--- src/rtl/vfd_pkg.sv ---
// Shared types and helpers for the VFD frequency ramp controller.
package vfd_pkg;
  typedef enum logic [1:0] {IDLE, RAMP_UP, RAMP_DN, HOLD} state_t;

  localparam int NUM_LEVELS = 10;
  localparam int SEL_W      = 10;
  localparam int LVL_W      = 4;

  // Level 0 maps to 1 so the mux never lands on the top tap while stopped.
  function automatic logic [SEL_W-1:0] lvl2sel(input logic [LVL_W-1:0] lvl);
    logic [SEL_W:0] t;
    t = (lvl == '0) ? (SEL_W+1)'(2) : ((SEL_W+1)'(1) << lvl);
    return SEL_W'(t - (SEL_W+1)'(1));
  endfunction

  function automatic logic [LVL_W-1:0] clamp_tgt(input logic [LVL_W-1:0] t);
    if (t == '0) return LVL_W'(1);
    else if (t > LVL_W'(NUM_LEVELS)) return LVL_W'(NUM_LEVELS);
    else return t;
  endfunction
endpackage

--- src/rtl/freq_ramp_ctrl_if.sv ---
// Control/status bundle between the drive supervisor and the ramp controller.
interface freq_ramp_ctrl_if;
  logic                      run;
  logic                      estop;
  logic [3:0]                target;
  logic [vfd_pkg::SEL_W-1:0] sel;
  logic [3:0]                level;
  logic                      run_en;
  logic                      at_speed;

  modport master (output run, estop, target, input sel, level, run_en, at_speed);
  modport slave  (input run, estop, target, output sel, level, run_en, at_speed);
endinterface

--- src/rtl/dwell_timer.sv ---
// Dwell counter: fires a one-cycle step after DWELL counted cycles.
module dwell_timer #(
  parameter int DWELL = 50000000,
  parameter int DW    = 26
) (
  input  logic clk,
  input  logic rst,
  input  logic count,
  input  logic clear,
  input  logic hold,
  output logic step
);
  logic [DW-1:0] cnt;

  assign step = count && !hold && (cnt == DW'(DWELL - 1));

  always_ff @(posedge clk or posedge rst) begin
    if (rst)                        cnt <= '0;
    else if (clear || hold || step) cnt <= '0;
    else if (count)                 cnt <= cnt + 1'b1;
  end
endmodule

--- src/rtl/freq_ramp_ctrl.sv ---
// Speed-level ramp FSM driving a thermometer-coded frequency mux select.
module freq_ramp_ctrl
  import vfd_pkg::*;
#(
  parameter int DWELL = 50000000,
  parameter int DW    = 26
) (
  input logic             clk,
  input logic             rst,
  freq_ramp_ctrl_if.slave bus
);
  state_t           state, nxt_state;
  logic [LVL_W-1:0] level, nxt_level, tgt_eff, floor_lvl;
  logic             step, tmr_clear;

  assign tgt_eff   = clamp_tgt(bus.target);
  assign floor_lvl = bus.run ? tgt_eff : LVL_W'(1);
  assign tmr_clear = (nxt_state != state) || (nxt_level != level);
  assign bus.level = level;

  dwell_timer #(.DWELL(DWELL), .DW(DW)) u_dwell (
    .clk   (clk),
    .rst   (rst),
    .count (state != IDLE),
    .clear (tmr_clear),
    .hold  (state == HOLD),
    .step  (step)
  );

  always_comb begin
    nxt_state = state;
    nxt_level = level;
    if (bus.estop) begin
      nxt_state = IDLE;
      nxt_level = '0;
    end else begin
      case (state)
        IDLE: if (bus.run) begin
          nxt_state = RAMP_UP;
          nxt_level = LVL_W'(1);
        end
        RAMP_UP: begin
          if (!bus.run || tgt_eff < level) nxt_state = RAMP_DN;
          else if (step) begin
            if (level < tgt_eff) nxt_level = level + 1'b1;
            if (nxt_level == tgt_eff) nxt_state = HOLD;
          end
        end
        RAMP_DN: begin
          if (bus.run && tgt_eff > level)       nxt_state = RAMP_UP;
          else if (bus.run && level == floor_lvl) nxt_state = HOLD;
          else if (step) begin
            if (level > floor_lvl) begin
              nxt_level = level - 1'b1;
              if (bus.run && nxt_level == floor_lvl) nxt_state = HOLD;
            end else begin
              // Only reachable with run=0 at level 1: stop.
              nxt_state = IDLE;
              nxt_level = '0;
            end
          end
        end
        HOLD: begin
          if (!bus.run || tgt_eff < level) nxt_state = RAMP_DN;
          else if (tgt_eff > level)        nxt_state = RAMP_UP;
        end
        default: begin
          nxt_state = IDLE;
          nxt_level = '0;
        end
      endcase
    end
  end

  always_ff @(posedge clk or posedge rst) begin
    if (rst) begin
      state        <= IDLE;
      level        <= '0;
      bus.sel      <= SEL_W'(1);
      bus.run_en   <= 1'b0;
      bus.at_speed <= 1'b0;
    end else begin
      state        <= nxt_state;
      level        <= nxt_level;
      bus.sel      <= lvl2sel(nxt_level);
      bus.run_en   <= (nxt_state != IDLE);
      bus.at_speed <= (nxt_state == HOLD);
    end
  end
endmodule

--- src/flat_wrapper.sv ---
// flat-port wrapper written by rule: the top's interface ports become plain ports
module freq_ramp_ctrl_flat import vfd_pkg::*;
#(
  parameter int DWELL = 50000000,
  parameter int DW    = 26
)
  (clk, rst, bus_run, bus_estop, bus_target, bus_sel, bus_level, bus_run_en, bus_at_speed);
  freq_ramp_ctrl_if bus_i ();
  input logic clk;
  input logic rst;
  input wire logic [$bits(bus_i.run)-1:0] bus_run;
  input wire logic [$bits(bus_i.estop)-1:0] bus_estop;
  input wire logic [$bits(bus_i.target)-1:0] bus_target;
  output wire logic [$bits(bus_i.sel)-1:0] bus_sel;
  output wire logic [$bits(bus_i.level)-1:0] bus_level;
  output wire logic [$bits(bus_i.run_en)-1:0] bus_run_en;
  output wire logic [$bits(bus_i.at_speed)-1:0] bus_at_speed;
  assign bus_i.run = bus_run;
  assign bus_i.estop = bus_estop;
  assign bus_i.target = bus_target;
  assign bus_sel = bus_i.sel;
  assign bus_level = bus_i.level;
  assign bus_run_en = bus_i.run_en;
  assign bus_at_speed = bus_i.at_speed;
  freq_ramp_ctrl #(.DWELL(DWELL), .DW(DW)) u_core (.clk(clk), .rst(rst), .bus(bus_i));
endmodule
--- config.mk ---
export PLATFORM = sky130hd
export DESIGN_NAME = freq_ramp_ctrl_flat
export DESIGN_NICKNAME = d
export VERILOG_FILES = /design/src/rtl/vfd_pkg.sv /design/src/rtl/freq_ramp_ctrl_if.sv /design/src/rtl/dwell_timer.sv /design/src/rtl/freq_ramp_ctrl.sv /design/src/flat_wrapper.sv
export SDC_FILE = /design/constraint.sdc
export NUM_CORES = 1
export LEC_CHECK = 0
export CAP_MARGIN = 20
export CORE_MARGIN = 4
export CORE_UTILIZATION = 25
export DETAILED_ROUTE_END_ITERATION = 10
export GPL_TIMING_DRIVEN = 0
export PLACE_DENSITY = 0.5
export SKIP_CTS_REPAIR_TIMING = 1
export SYNTH_ARGS = -nofsm -noshare
export SYNTH_HDL_FRONTEND = slang
export SYNTH_SLANG_ARGS = --single-unit
--- constraint.sdc ---
create_clock -name clk -period 5.55 [get_ports clk]
set_input_delay 1.11 -clock clk [delete_from_list [all_inputs] [get_ports clk]]
set_output_delay 1.11 -clock clk [all_outputs]
set_load 0.005 [all_outputs]
Yosys cells after proc, flatten, opt, wreduce, memory -nomap -nowiden. Index checks and enable logic that the tools add are counted.

Add/sub/neg operators: 4. Order comparisons: 5. Equality and inequality tests: 10. Shift-type cells: 1. Muxes and demuxes: 33. Reductions and logical operators: 17.

Operators by type and width (count): 4-bit 2-to-1 mux (16); 26-bit 2-to-1 mux (2); 26-bit by 1-bit adder with 26-bit output, second input constant (1); 26-bit equality test, second input constant (1); 2-bit 2-to-1 mux (12); 4-bit equality test (3); 4-bit case mux with 3 select lines (1); 10-bit 2-to-1 mux (1); 1-bit by 4-bit left shift with 10-bit output, first input constant (1); 10-bit by 1-bit subtractor with 10-bit output, second input constant (1); 4-bit > comparator (2); 4-bit logical NOT (2); 4-bit less-than comparator (2); 2-bit case mux with 4 select lines (1); 2-bit equality test, second input constant (3); 2-bit nonzero test (3); 1-bit logical AND (5); 4-bit by 1-bit adder with 4-bit output, second input constant (1); 4-bit > comparator, second input constant (1); 1-bit logical OR (4); 4-bit != test (1); 4-bit by 1-bit subtractor with 4-bit output, second input constant (1); 2-bit by 1-bit equality test with 1-bit output, second input constant (1); 1-bit logical NOT (2); 2 further kinds (2).

Bits in registers: 44. Output and inout port bits: 16. Word-level logic and storage cells: 76.

Longest topological paths before layout. Gate-level depths: netlist of the first run.

Depth after elaboration: 20. Gate-level depth with buffers: 21. Gate-level depth less buffers: 19.

Hierarchy. From an unflattened synthesis of the first run, not the netlist that was laid out.

Cells, all modules: 375. Area, all modules: 3228.1 µm².

Modules (own cells, without submodules): freq_ramp_ctrl (instances 1, cells an instance 228, area an instance 1824.2 µm², sequential area each 451.7 µm²); dwell_timer (instances 1, cells an instance 147, area an instance 1403.8 µm², sequential area each 650.6 µm²).

Worst setup path before layout of the first run. OpenSTA, ideal clock, no wires.

Path kind: input -> register. Start: input bus_target[2]. End: register u_core.bus.sel[4]. Library setup time: 69 ps. Data arrival time: 4692 ps. Data required time: 5481 ps. Slack: 788 ps. Cell stages on the path: 19. Cell sequence: or2_2 maj3_1 nand2_1 ha_1 and4_1 clkbuf_1 o21ai_0 a21oi_1 nand2b_1 mux2i_1 or2_1 nand2_1 inv_2 nor3_2 nand2_1 ha_1 clkbuf_1 or4_1 nand3_1.

Word-level cells in the longest chain between the ends: 16. Elaborated cells on any way between the ends: 30. Classes of those cells: add/sub: 1; order compare: 5; eq/ne: 1; shift: 1; mux: 17; reduce/logical: 5.

RTL lines: start: declaration (RTL line flat_wrapper.sv:13) `input wire logic [$bits(bus_i.target)-1:0] bus_target;`; 4-bit > comparator (RTL line vfd_pkg.sv:18) `else if (t > LVL_W'(NUM_LEVELS)) return LVL_W'(NUM_LEVELS);`; 4-bit 2-to-1 mux (RTL line vfd_pkg.sv:18); 4-bit 2-to-1 mux * (RTL line vfd_pkg.sv:17) `if (t == '0) return LVL_W'(1);`; 4-bit less-than comparator (RTL line freq_ramp_ctrl.sv:45) `if (level < tgt_eff) nxt_level = level + 1'b1;`; 4-bit 2-to-1 mux (RTL line freq_ramp_ctrl.sv:45); 4-bit 2-to-1 mux (RTL line freq_ramp_ctrl.sv:44) `else if (step) begin`; 4-bit 2-to-1 mux (RTL line freq_ramp_ctrl.sv:43) `if (!bus.run || tgt_eff < level) nxt_state = RAMP_DN;`; 4-bit 2-to-1 mux (RTL line freq_ramp_ctrl.sv:37) `case (state)`; 4-bit 2-to-1 mux (RTL line freq_ramp_ctrl.sv:33) `if (bus.estop) begin`; 4-bit 2-to-1 mux (RTL line freq_ramp_ctrl.sv:44); 4-bit 2-to-1 mux (RTL line freq_ramp_ctrl.sv:43); 4-bit case mux with 3 select lines * (RTL line freq_ramp_ctrl.sv:37); 4-bit 2-to-1 mux * (RTL line freq_ramp_ctrl.sv:33); via u_core.nxt_level[2] (RTL line freq_ramp_ctrl.sv:13) `logic [LVL_W-1:0] level, nxt_level, tgt_eff, floor_lvl;`; 4-bit logical NOT or 1-bit by 4-bit left shift with 10-bit output (tied branches) (RTL line vfd_pkg.sv:12) `t = (lvl == '0) ? (SEL_W+1)'(2) : ((SEL_W+1)'(1) << lvl);`; 10-bit 2-to-1 mux * (RTL line vfd_pkg.sv:12); 10-bit by 1-bit subtractor with 10-bit output * (RTL line vfd_pkg.sv:13) `return SEL_W'(t - (SEL_W+1)'(1));`; end signal: assignment (RTL line freq_ramp_ctrl.sv:85) `bus.sel <= lvl2sel(nxt_level);`; end: declaration (RTL line freq_ramp_ctrl_if.sv:12) `modport slave (input run, estop, target, output sel, level, run_en, at_speed);`.

Mark *: on every way through the listed nets, which the timed path passes. The rest lies on a longest branch. The select of a mux whose other input is x is not followed. A chain may end at the register's enable or synchronous reset.

Worst setup path after layout of the first run.
Start: input bus_target[1]. End: register u_core.bus.sel[4].

Same word-level chain as after synthesis.

==> results of run 1 <==
[worst min-delay path by stage]
stage | end | depth (start not counted) | startpoint | slack [ps]
after floorplan | u_core.u_dwell.cnt[25]$_DFFE_PP0P_ | 2 | u_core.u_dwell.cnt[25]$_DFFE_PP0P_ | 500
after global placement | u_core.u_dwell.cnt[25]$_DFFE_PP0P_ | 2 | u_core.u_dwell.cnt[25]$_DFFE_PP0P_ | 520
after detailed placement | u_core.u_dwell.cnt[15]$_DFFE_PP0P_ | 2 | u_core.u_dwell.cnt[15]$_DFFE_PP0P_ | 530
after CTS | u_core.u_dwell.cnt[15]$_DFFE_PP0P_ | 2 | u_core.u_dwell.cnt[15]$_DFFE_PP0P_ | 550
after global routing | u_core.u_dwell.cnt[3]$_DFFE_PP0P_ | 2 | u_core.u_dwell.cnt[3]$_DFFE_PP0P_ | 600
final | u_core.u_dwell.cnt[15]$_DFFE_PP0P_ | 2 | u_core.u_dwell.cnt[15]$_DFFE_PP0P_ | 540
[cell families (layout without fill, tap and decap cells)]
| logic type | count (synthesis) | count (layout) | share of synthesized area (%) |
|---|---|---|---|
| simple gates | 170 | 170 | 28.4 |
| compound gates | 66 | 66 | 14.9 |
| flops | 44 | 44 | 34.3 |
| buf+inv | 36 | 68 | 4.68 |
| xor+xnor | 33 | 33 | 9.01 |
| fa+ha+maj | 18 | 18 | 6.94 |
| mux | 5 | 5 | 1.56 |
| other cells | 1 | 2 | 0.117 |
[layer usage]
layer / wire (um) / vias to the layer above / part of all wire [%] / global-route usage, %
met1: 3530 / 1327 / 44 / 14.4
met3: 430 / 19 / 5.4 / 1.96
met4: 146 / 0 / 1.8 / 3.57
li1: - / 1373 / - / -
met5: 0 / - / 0 / 0
met2: 3860 / 88 / 48 / 19.1
[critical path, stage by stage]
cell and delay [ps]:
clkdlybuf4s50_1 480, or2_2 310, maj3_1 450, nand2_1 120, ha_1 260, and4_2 330, o21ai_1 170, a21oi_2 90
nand2b_1 230, mux2i_1 150, or2_1 240, nand2_2 130, inv_2 80, nor3_4 200, nand2_1 90, ha_1 180
clkbuf_1 190, or4_1 550, nand3_1 100
[report_power, final]
| part | internal, mW | switching (mW) | total (mW) |
|---|---|---|---|
| logic | 0.211 | 0.357 | 0.568 |
| registers | 0.345 | 0.0344 | 0.379 |
| clock network | 0.166 | 0.113 | 0.279 |
[area by class of cell]
| class | count | area share (%) |
|---|---|---|
| multi-input combinational | 294 | 51.6 |
| sequential | 44 | 28.6 |
| tap | 172 | 5.59 |
| clock buffer | 7 | 3.45 |
| timing repair buffer | 25 | 6.63 |
| buffer | 14 | 1.89 |
| clock inverter | 1 | 0.130 |
| inverter | 21 | 2.05 |
[flip-flops by register name (all words and copies together), names as in the netlist]
register	count
u_core.bus.at_speed	1
u_core.state	2
u_core.bus.level	4
u_core.bus.sel	10
u_core.u_dwell.cnt	26
u_core.bus.run_en	1
[cells in the final DEF, fill, tap and decap left out, types with 5 or more instances in the layout]
cell,instances
a21o_1,5
clkbuf_1,12
mux2i_1,5
o211ai_1,5
nor2_1,28
clkdlybuf4s50_1,22
and3_1,6
nand2b_1,5
nand2_1,36
nand4_1,9
inv_1,19
nor3_1,13
nor2_2,21
a21oi_1,10
ha_1,17
xnor2_1,13
dfrtp_1,43
o21ai_0,12
or3_1,5
nand3_1,17
xor2_1,20
clkbuf_16,5
nor2b_1,5
==> run_results.csv, run 1 <==
group,metric,value,unit
synthesis,synth_most_common_cell,"dfrtp_1",
placement,hpwl,6.07,mm
setup_path,crit_required,5760,ps
cells_and_area,ff_latch_area,1100,um2
setup_path,reg2reg_slack,1440,ps
synthesis,ys_top_cells_by_count,"dfrtp_1 (43), nand2_1 (37), nor2_1 (28)",
drt,routed_wl,7.96,mm
power_and_ir_drop,p_total,1.23,mW
sta,final_max_slew_viol_count,0,
setup_path,crit_start,"bus_target[1]",
outcome,outcome,"finished, final reports clean",
synthesis,synthArstFlopShare,100,%
clocking,cts_buffer_depth,2,
clocking,path_clk_slew,60,ps
sta,relSlewSlack,41.6,%
drt,drcViolationCount,0,
grt,grt_pass1_wl,13.6,mm
clocking,htree_levels,2,
synthesis,netlist_instances,373,
cells_and_area,fin_cells,578,
clocking,clock_latency,280,ps
die,coreArea,12600,um2
synthesis,synth.area.top_cells,"dfrtp_1 (34%), ha_1 (6.6%), xor2_1 (5.5%), nand2_1 (4.3%), nor2_2 (4.1%)",
clocking,root_buffer,"clkbuf_16",
grt,grtUsageTotal,11.2,%
synthesis,synthDistinctLibCells,63,
sta,fin_crit,5260,ps
placement,gp_congestion,0.914,
setup_path,cp-endpoint,"u_core.bus.sel[4]$_DFF_PP0_",
placement,placed_area,3670,um2
cells_and_area,fill_cells,1374,
grt,first_global_vias,2828,
sta,setup_tns,0,ps
clocking,numCtsBuffers,5,
synthesis,synth-edff-count,0,
synthesis,synth_area,3210,um2
sta,setup_viol,0,
sta,clock.fmax,190,MHz
synthesis,synthesis.yosys.warnings,0,
synthesis,syn_area_per_cell,8.60,um2
grt,overflow,0,
sta,rsz0062_at_grt,"false",
cells_and_area,multiInputGateArea,1990,um2
sta,tightestPinTransition,867,ps
setup_path,endpoint_kind,"flip-flop",
setup_path,path_class,"in -> reg",
setup_path,r2r-end,"u_core.bus.sel[4]$_DFF_PP0_",
synthesis,yosysSeqAreaShare,34.3,%
cells_and_area,layout-drive-gt1-share,12.6,%
cells_and_area,diodes,0,
sta,skew,4.58,ps
die,dieWidth,121,um
clocking,tritoncts,"built",
cells_and_area,fin_util,30.5,%
drt,vias,2807,
drt,drt_iter0_drc,158,
setup_path,crit_arrival,5470,ps
die,ioPinCount,24,
setup_path,critPathMaxFanout,9,
drt,vias_per_cell,4.86,
drt,wl_per_cell,13.8,um
cells_and_area,final_nets,430,
die,die-area,14700,um2
drt,drtAntennaViolNets,0,
placement,place_ws,-848,ps
sta,setup_slack,290,ps
hold_path,hold_class,"reg -> reg",
placement,place.port_buffers,22,
die,rows,41,
power_and_ir_drop,p_per_area,319,nW/um2
power_and_ir_drop,p_leak,1.57,nW
cells_and_area,syn_to_final_growth,19.9,%
setup_path,reg2regPathDepth,15,
grt,grt_max_degree,31,
setup_path,r2r_start,"u_core.bus.level[2]$_DFF_PP0_",
placement,placed_cells,569,
sta,fin_crit_sh,94.8,%
die,start_util,25.4,%
synthesis,yosys.area.top_type,"dfrtp_1",
sta,fin_hold_ws,542,ps
sta,finalHoldViolations,0,
flow_run,drv_cap,0,
synthesis,ys_seq_elements,44,
grt,grt_antenna_before_repair,0,
drt,dr.pass1.iters,4,
die,die_h,121,um
clocking,cts.sink_count,44,
power_and_ir_drop,vdd_drop_max,0.165,mV
setup_path,critPathLaunchType,"input port",
synthesis,synth_ff_type,"dfrtp_1",
cells_and_area,final_cell_area,3850,um2
synthesis,synth_top_area_share,33.5,%
Power figures use the tool's default switching activity.
==> inputs of run 2 (changes only) <==
--- a/config.mk
+++ b/config.mk
@@ -10,8 +10,9 @@
 export CORE_UTILIZATION = 25
 export DETAILED_ROUTE_END_ITERATION = 10
 export GPL_TIMING_DRIVEN = 0
-export PLACE_DENSITY = 0.5
+export PLACE_DENSITY = 0.48
 export SKIP_CTS_REPAIR_TIMING = 1
+export SKIP_LAST_GASP = 1
 export SYNTH_ARGS = -nofsm -noshare
 export SYNTH_HDL_FRONTEND = slang
 export SYNTH_SLANG_ARGS = --single-unit
==> run_results.csv, run 2 (synthesis results as in run 1) <==
group,metric,value,unit
clocking,numCtsBuffers,5,
sta,fin_crit_sh,93.3,%
clocking,htree_levels,2,
drt,drt_iter0_drc,168,
hold_path,hold_class,"reg -> reg",
drt,dr.pass1.iters,4,
setup_path,crit_start,"bus_run",
cells_and_area,diodes,0,
power_and_ir_drop,p_per_area,342,nW/um2
setup_path,crit_buf_inv,4,
setup_path,endpoint_kind,"flip-flop",
cells_and_area,ff_latch_area,1100,um2
cells_and_area,regMostFlops,"u_core.u_dwell.cnt",
placement,gp_congestion,0.913,
clocking,tritoncts,"built",
flow_run,drv_cap,0,
cells_and_area,final_nets,429,
placement,placed_area,3670,um2
sta,skew,6.78,ps
clocking,root_buffer,"clkbuf_16",
sta,fin_crit,5180,ps
hold_path,worstHoldPathCells,2,
sta,finalHoldViolations,0,
setup_path,crit_required,5770,ps
drt,vias,2773,
clocking,cts_buffer_depth,2,
hold_path,min-delay-start,"u_core.u_dwell.cnt[25]$_DFFE_PP0P_",
setup_path,slowest_delay,540,ps
setup_path,cpLargestDelayFamily,"simple AND/OR/NAND/NOR gates",
setup_path,reg2regPathDepth,15,
setup_path,critPathMaxFanout,10,
placement,placed_cells,569,
drt,drcViolationCount,0,
cells_and_area,multiInputGateArea,1990,um2
cells_and_area,final_cell_area,3890,um2
placement,place_ws,-797,ps
sta,final_max_slew_viol_count,0,
die,start_util,25.4,%
grt,overflow,0,
cells_and_area,final_common_cell,"dfrtp_1",
drt,routed_wl,8.35,mm
sta,setup_viol,0,
clocking,path_clk_slew,60,ps
setup_path,reg2reg_slack,1430,ps
die,ioPinCount,24,
die,dieWidth,121,um
cells_and_area,fill_cells,1346,
grt,first_global_vias,2824,
die,die-area,14700,um2
drt,vias_per_cell,4.81,
cells_and_area,final_cell_mix,"dfrtp_1 (43), nand2_1 (36), nor2_1 (28)",
cells_and_area,fin_util,30.8,%
sta,setup_tns,0,ps
grt,grt_max_degree,33,
grt,grt_pass1_wl,14.0,mm
setup_path,path_class,"in -> reg",
die,die_h,121,um
outcome,outcome,"finished, final reports clean",
setup_path,cp_slowest_cell,"or4_1",
sta,fin_hold_ws,537,ps
setup_path,crit_arrival,5400,ps
sta,setup_slack,371,ps
cells_and_area,largest_registers,"u_core.u_dwell.cnt (26), u_core.bus.sel (10), u_core.bus.level (4)",
sta,tightestPinTransition,840,ps
setup_path,critPathLaunchType,"input port",
cells_and_area,largest_reg_flops,26,
cells_and_area,layout-drive-gt1-share,12.9,%
clocking,clock_latency,290,ps
clocking,cts.sink_count,44,
drt,drtAntennaViolNets,0,
sta,relSlewSlack,43.4,%
hold_path,hold_path_end,"u_core.u_dwell.cnt[25]$_DFFE_PP0P_",
setup_path,r2r-end,"u_core.bus.sel[4]$_DFF_PP0_",
power_and_ir_drop,p_total,1.33,mW
grt,grt_antenna_before_repair,0,
setup_path,path_cells,"clkdlybuf4s50_1, clkbuf_2, clkbuf_2, nand2_1, ha_1, and4_2, nor2_1, a21oi_2, nand2b_1, mux2i_1, or2_1, nand2_2, inv_2, nor3_4, nand2_1, ha_1, or4_1, nand3_1",
drt,wl_per_cell,14.5,um
die,rows,41,
sta,clock.fmax,193,MHz
power_and_ir_drop,p_leak,1.59,nW
setup_path,r2r_start,"u_core.bus.level[2]$_DFF_PP0_",
placement,place.port_buffers,22,
cells_and_area,fin_cells,576,
placement,hpwl,6.34,mm
grt,grtUsageTotal,11.8,%
sta,rsz0062_at_grt,"false",
power_and_ir_drop,vdd_drop_max,0.196,mV
cells_and_area,syn_to_final_growth,21.2,%
die,coreArea,12600,um2
==> run 2: layout make-up <==
cell class / instances / share of cell area [%]
Inverter: 21 / 2.03
Clock inverter: 2 / 1.54
Clock buffer: 5 / 3.22
Sequential cell: 44 / 28.3
Tap cell: 172 / 5.53
Multi-Input combinational cell: 294 / 51.1
Timing Repair Buffer: 25 / 6.56
Buffer: 13 / 1.70
==> run 2: worst register-to-register path, delay by kind of cell (launching register included) <==
kind / cells / cell delay [ps]
adder cells (fa/ha/maj): 2 / 670
AO/OA/AOI/OAI: 2 / 610
buffers and inverters: 3 / 700
AND/OR/NAND/NOR: 8 / 1710
flip-flops: 1 / 370
==> run 2: worst max path at each step <==
stage	to	depth (start not counted)
2_1_floorplan	u_core.bus.sel[4]$_DFF_PP0_	19
3_3_place_gp	u_core.bus.sel[4]$_DFF_PP0_	20
3_5_place_dp	u_core.bus.sel[8]$_DFF_PP0_	21
4_1_cts	u_core.bus.sel[8]$_DFF_PP0_	21
5_1_grt	u_core.bus.sel[8]$_DFF_PP0_	19
6_report	u_core.bus.sel[4]$_DFF_PP0_	18
==> run 2: layer usage <==
metal | share of wire [%] | global-route usage (%)
met1 | 45 | 15.6
met3 | 5.5 | 2.19
met5 | 0 | 0
met4 | 1.7 | 4.13
met2 | 48 | 19.3
==> run 2: power breakdown <==
group          leakage, nW  internal, mW  switching [mW]
Sequential           0.604         0.345          0.0335
Combinational        0.895         0.213           0.361
Clock               0.0899         0.255           0.122
Total                 1.59         0.813           0.517
==> inputs of run 3 (changes only) <==
--- a/config.mk
+++ b/config.mk
@@ -12,7 +12,6 @@
 export GPL_TIMING_DRIVEN = 0
 export PLACE_DENSITY = 0.48
 export SKIP_CTS_REPAIR_TIMING = 1
-export SKIP_LAST_GASP = 1
 export SYNTH_ARGS = -nofsm -noshare
 export SYNTH_HDL_FRONTEND = slang
 export SYNTH_SLANG_ARGS = --single-unit
==> results of run 3 <==
No change in the layout: final DEF, timing and power equal those of run 2.
